==> src/rtl/seq_add_mul_unit.sv <==
// Sequential W-bit add (1 cycle) / shift-and-add multiply (W cycles) behind valid/ready handshakes.
// Optional multiply-accumulate enabled with macro SEQ_ADD_MUL_ACC_EN.
module seq_add_mul_unit #(
    parameter int unsigned W = 8
) (
    input  logic            clk,
    input  logic            rst_n,
    input  logic            in_valid,
    output logic            in_ready,
    input  logic [1:0]      op,
    input  logic [W-1:0]    a,
    input  logic [W-1:0]    b,
    output logic            out_valid,
    input  logic            out_ready,
    output logic [2*W-1:0]  result,
    output logic            err,
    output logic            busy
);

    localparam int unsigned RW = 2 * W;
    localparam int unsigned SW = W + 1;
    localparam int unsigned CW = $clog2(W);

    typedef enum logic [1:0] {
        S_IDLE,
        S_MUL,
        S_DONE
    } state_t;

    state_t          state;
    logic [W-1:0]    mcand;
    logic [W-1:0]    mplier;
    logic [RW-1:0]   prod;
    logic [CW-1:0]   cnt;

    logic [SW-1:0]   sum_c;
    logic [RW-1:0]   prod_next_c;
    logic            start_mul_c;
    logic            err_op_c;
    logic            mul_last_c;

    // One shift-and-add step; multiplicand is widened before shifting so nothing is lost.
    always_comb begin
        sum_c       = SW'(a) + SW'(b);
        prod_next_c = mplier[0] ? (prod + (RW'(mcand) << cnt)) : prod;
        mul_last_c  = (cnt == CW'(W - 1));
    end

`ifdef SEQ_ADD_MUL_ACC_EN
    logic [RW-1:0]   acc;
    logic            is_mac;
    logic [RW-1:0]   acc_sum_c;

    always_comb begin
        start_mul_c = (op == 2'b01) || (op == 2'b10);
        err_op_c    = 1'b0;
        acc_sum_c   = acc + prod_next_c;
    end
`else
    always_comb begin
        start_mul_c = (op == 2'b01);
        err_op_c    = op[1];
    end
`endif

    always_ff @(posedge clk or negedge rst_n) begin
        if (!rst_n) begin
            state     <= S_IDLE;
            in_ready  <= 1'b1;
            out_valid <= 1'b0;
            result    <= '0;
            err       <= 1'b0;
            busy      <= 1'b0;
            mcand     <= '0;
            mplier    <= '0;
            prod      <= '0;
            cnt       <= '0;
`ifdef SEQ_ADD_MUL_ACC_EN
            acc       <= '0;
            is_mac    <= 1'b0;
`endif
        end else begin
            case (state)
                S_IDLE: begin
                    if (in_valid) begin
                        in_ready <= 1'b0;
                        busy     <= 1'b1;
                        mcand    <= a;
                        mplier   <= b;
                        prod     <= '0;
                        cnt      <= '0;
                        if (op == 2'b00) begin
                            state     <= S_DONE;
                            out_valid <= 1'b1;
                            result    <= RW'(sum_c);
                            err       <= 1'b0;
                        end else if (start_mul_c) begin
                            state <= S_MUL;
`ifdef SEQ_ADD_MUL_ACC_EN
                            is_mac <= op[1];
`endif
                        end else begin
                            // Clear (accumulator build) or unsupported op: immediate result of 0.
                            state     <= S_DONE;
                            out_valid <= 1'b1;
                            result    <= '0;
                            err       <= err_op_c;
`ifdef SEQ_ADD_MUL_ACC_EN
                            acc       <= '0;
`endif
                        end
                    end
                end

                S_MUL: begin
                    prod   <= prod_next_c;
                    mplier <= mplier >> 1;
                    cnt    <= cnt + CW'(1);
                    if (mul_last_c) begin
                        state     <= S_DONE;
                        out_valid <= 1'b1;
                        err       <= 1'b0;
`ifdef SEQ_ADD_MUL_ACC_EN
                        if (is_mac) begin
                            acc    <= acc_sum_c;
                            result <= acc_sum_c;
                        end else begin
                            result <= prod_next_c;
                        end
`else
                        result    <= prod_next_c;
`endif
                    end
                end

                S_DONE: begin
                    if (out_ready) begin
                        state     <= S_IDLE;
                        out_valid <= 1'b0;
                        busy      <= 1'b0;
                        in_ready  <= 1'b1;
                    end
                end

                default: begin
                    state     <= S_IDLE;
                    out_valid <= 1'b0;
                    busy      <= 1'b0;
                    in_ready  <= 1'b1;
                end
            endcase
        end
    end

endmodule
==> config.mk <==
export PLATFORM = sky130hd
export DESIGN_NAME = seq_add_mul_unit
export DESIGN_NICKNAME = d
export VERILOG_FILES = /design/src/rtl/seq_add_mul_unit.sv
export SDC_FILE = /design/constraint.sdc
export NUM_CORES = 1
export LEC_CHECK = 0
export BUFFER_PORTS_ARGS = -buffer_cell sky130_fd_sc_hd__clkbuf_2
export CAP_MARGIN = 25
export CORE_MARGIN = 3
export CORE_UTILIZATION = 40
export CTS_CLUSTER_SIZE = 40
export DETAILED_ROUTE_END_ITERATION = 10
export GPL_TIMING_DRIVEN = 1
export PLACE_DENSITY = 0.63
export RECOVER_POWER = 50
export SYNTH_ARGS = -nofsm -noshare
export SYNTH_HDL_FRONTEND = slang
export SYNTH_SLANG_ARGS = --single-unit
==> constraint.sdc <==
create_clock -name clk -period 4.85 [get_ports clk]
set_clock_uncertainty 0.05 [all_clocks]
set_input_delay 0.2425 -clock clk [delete_from_list [all_inputs] [get_ports clk]]
set_output_delay 0.2425 -clock clk [all_outputs]
set_load 0.02 [all_outputs]
==> impl_metrics.json <==
{
  "rsz0062_at_grt": "false",
  "die_area_um2": 10800,
  "syn_inst": 417,
  "whs_ps": 103,
  "cp.arrival_ps": 3340,
  "drc": 0,
  "fin_tns_setup_ps": 0,
  "via_count": 3170,
  "cts_made_buffers": 9,
  "synth_warnings": 0,
  "h-tree-depth": 3,
  "setup_slack_ps": 1700,
  "netlist_top_cells_count": "57 x nand2_1, 56 x dfrtp_1, 37 x nor2_1",
  "synth_edf_count": 0,
  "io_pins": 42,
  "wirelength_um": 9090,
  "synthAdderAreaFrac": 0.0922,
  "drv_slew": 58,
  "report.final.hold_viol_count": 0,
  "synth_cell_types": 56,
  "critPathMaxFanout": 15,
  "syn_nets": 466,
  "synth_ff_type": "dfrtp_1",
  "post_cts_buffers": 0,
  "first_iter_violations": 129,
  "critPathSlowestCell": "dfrtp_1",
  "pre_cts_slack_ps": 1720,
  "rows": 35,
  "setup_viol": 0,
  "layout.nets": 503,
  "cpMostUsedCell": "a211oi_2",
  "ys_seq_area_frac": 0.373,
  "crit_path_max_incr_delay_ps": 680,
  "fp.dieW_um": 104,
  "path_cells": "mux2i_1, o21ai_0, and2_1, ha_1, a211oi_2, o21bai_1, o21ai_2, a21oi_2, xnor2_1, a211oi_2, mux2_4",
  "antenna_found_initial": 0,
  "dpl.cell_count": 572,
  "netlist_area_um2": 3830,
  "die_h_um": 104,
  "synth_most_common_cell": "nand2_1",
  "final_cells": 588,
  "grt_pass1_wl_um": 15400,
  "cts_resized": 0,
  "grt.total_usage": 0.173,
  "layout-drive-gt1-share": 0.192,
  "clk_latency_ps": 340,
  "status": "finished, violations left",
  "tightest_slew_ps": 3070,
  "io_buffer_count": 41,
  "slew_headroom": -1.05,
  "ctsHoldBuffers": 0,
  "vdd_drop_max_uv": 205,
  "ys_seq_elements": 57,
  "routedWlPerCell_um": 15.5,
  "fin_crit_ps": 3150,
  "p_per_area_nw_per_um2": 437,
  "synth.area.mux_share": 0.103,
  "gp_congestion": 0.897,
  "cts_tree": "yes",
  "synth-simple-area-share": 0.160,
  "fin_crit_sh": 0.650,
  "endpoint_kind": "register",
  "start_util": 0.412,
  "synth_largest_area_cell": "dfrtp_1",
  "cts.clk_slew.worst_paths_ps": 70,
  "required_ps": 5030,
  "rr_worst_depth": 11,
  "start_kind": "register",
  "synth_xor_area_frac": 0.0320,
  "cts_sinks": 57,
  "ant_nets": 0,
  "final_util": 0.464,
  "grt_max_degree": 58,
  "min_delay_path_depth": 2,
  "cts_root_buf": "clkbuf_8",
  "syn_avg_cell_area_um2": 9.18,
  "crit_type": "reg -> reg",
  "syn_to_final_growth_pct": 12.7,
  "p_leak_uw": 0.00198,
  "yosys.area.top_type_share": 0.366,
  "synth.area.top_cells": "dfrtp_1 37%, ha_1 8.2%, nand2_1 5.6%",
  "antenna_cells": 0,
  "cap_viol_max_count": 1,
  "synth_top_family_by_area": "compound AO/OA/AOI/OAI gates",
  "viasPerCell": 5.39,
  "dp_hpwl_um": 6690,
  "drt_pass1_iterations": 5,
  "max_freq_mhz": 317,
  "core_area_um2": 9280,
  "synthArstFlopShare": 1.00,
  "violations": "max-capacitance violations, max-slew violations",
  "grt_overflow_total": 0,
  "hp-class": "in -> reg",
  "grt_pass1_vias": 3119,
  "clockBufferDepth": 2,
  "synth_compound_area_frac": 0.212
}
[kinds of logic after synthesis]
logic type / after synthesis
xor+xnor: 14
simple gates: 136
fa+ha+maj: 27
mux: 37
buf+inv: 25
compound gates: 121
flops: 57
[per-stage QoR]
stage          cell area [um^2]  power [uW]
2_1_floorplan              3830        1280
3_3_place_gp               4150        1470
3_5_place_dp               4150        1490
4_1_cts                    4320        1900
5_1_grt                    4310        2020
6_report                   4310        1880
[area by class of cell]
cell class              instances  area, um^2
clock inverters                 5        31.3
multi-input cells             335        2300
clock buffers                  11         141
repair buffers                 45         221
fillers                       931        4970
flip-flops and latches         57        1430
well taps                     129         161
inverters                       6        22.5
[registers in the layout (all words and copies together) (netlist names), 2 cells and up]
register / count
prod: 16
result: 16
mcand: 8
mplier: 8
cnt: 3
state: 2
[worst max-delay path: cells and delay by family, from the launching register on]
family	cells	cell delay [ps]
AOI/OAI and AO/OA	6	970
xor gates and xnor gates	1	180
adders and majority gates	1	360
DFF	1	680
muxes	2	590
and+or+nand+nor	1	220
[cell usage in the layout, fill, tap and decap left out, types with 3 or more instances in the layout]
master,Yosys,layout
a211oi_1,4,4
a21o_1,11,11
a21oi_1,25,24
a21oi_2,4,5
a22o_1,3,3
a31oi_1,7,7
and2_1,3,3
buf_4,0,3
clkbuf_1,11,10
clkbuf_2,0,33
clkbuf_8,0,10
clkinv_2,0,3
dfrtp_1,56,56
ha_1,25,25
inv_1,6,6
mux2_2,16,16
mux2i_1,20,20
nand2_1,57,57
nand2b_1,7,7
nand3_1,4,4
nor2_1,37,37
nor2b_1,7,6
nor3_1,8,8
o21a_1,6,6
o21ai_0,25,25
o21ai_1,6,6
o22ai_1,5,5
o2bb2ai_1,3,3
xnor2_1,11,11
xor2_1,3,3
[power by group]
part           internal, uW  total [uW]  switching [uW]
Clock                   197         403             205
Combinational           329         767             438
Sequential              590         712             122
[per-layer routing]
metal / share of wire / vias up / track usage
met5: 0 / - / 0
li1: - / 1571 / -
met4: 0.013 / 0 / 0.0532
met1: 0.46 / 1512 / 0.231
met3: 0.052 / 9 / 0.0405
met2: 0.47 / 78 / 0.280
[worst paths after layout]
check / from / to / slack (ps)
worst max-delay path: cnt[1]$_DFFE_PN0P_ / result[10]$_DFFE_PN0P_ / 1700
worst min-delay path: a[7] / mcand[7]$_DFFE_PN0P_ / 100
worst max register to register: cnt[1]$_DFFE_PN0P_ / result[10]$_DFFE_PN0P_ / 1700
worst min register to register: mplier[5]$_DFFE_PN0P_ / mplier[5]$_DFFE_PN0P_ / 430
max in group asynchronous: rst_n / mcand[1]$_DFFE_PN0P_ / 2070
min in group asynchronous: rst_n / prod[10]$_DFFE_PN0P_ / 950
No activity file was read; power rests on OpenSTA's default activity.
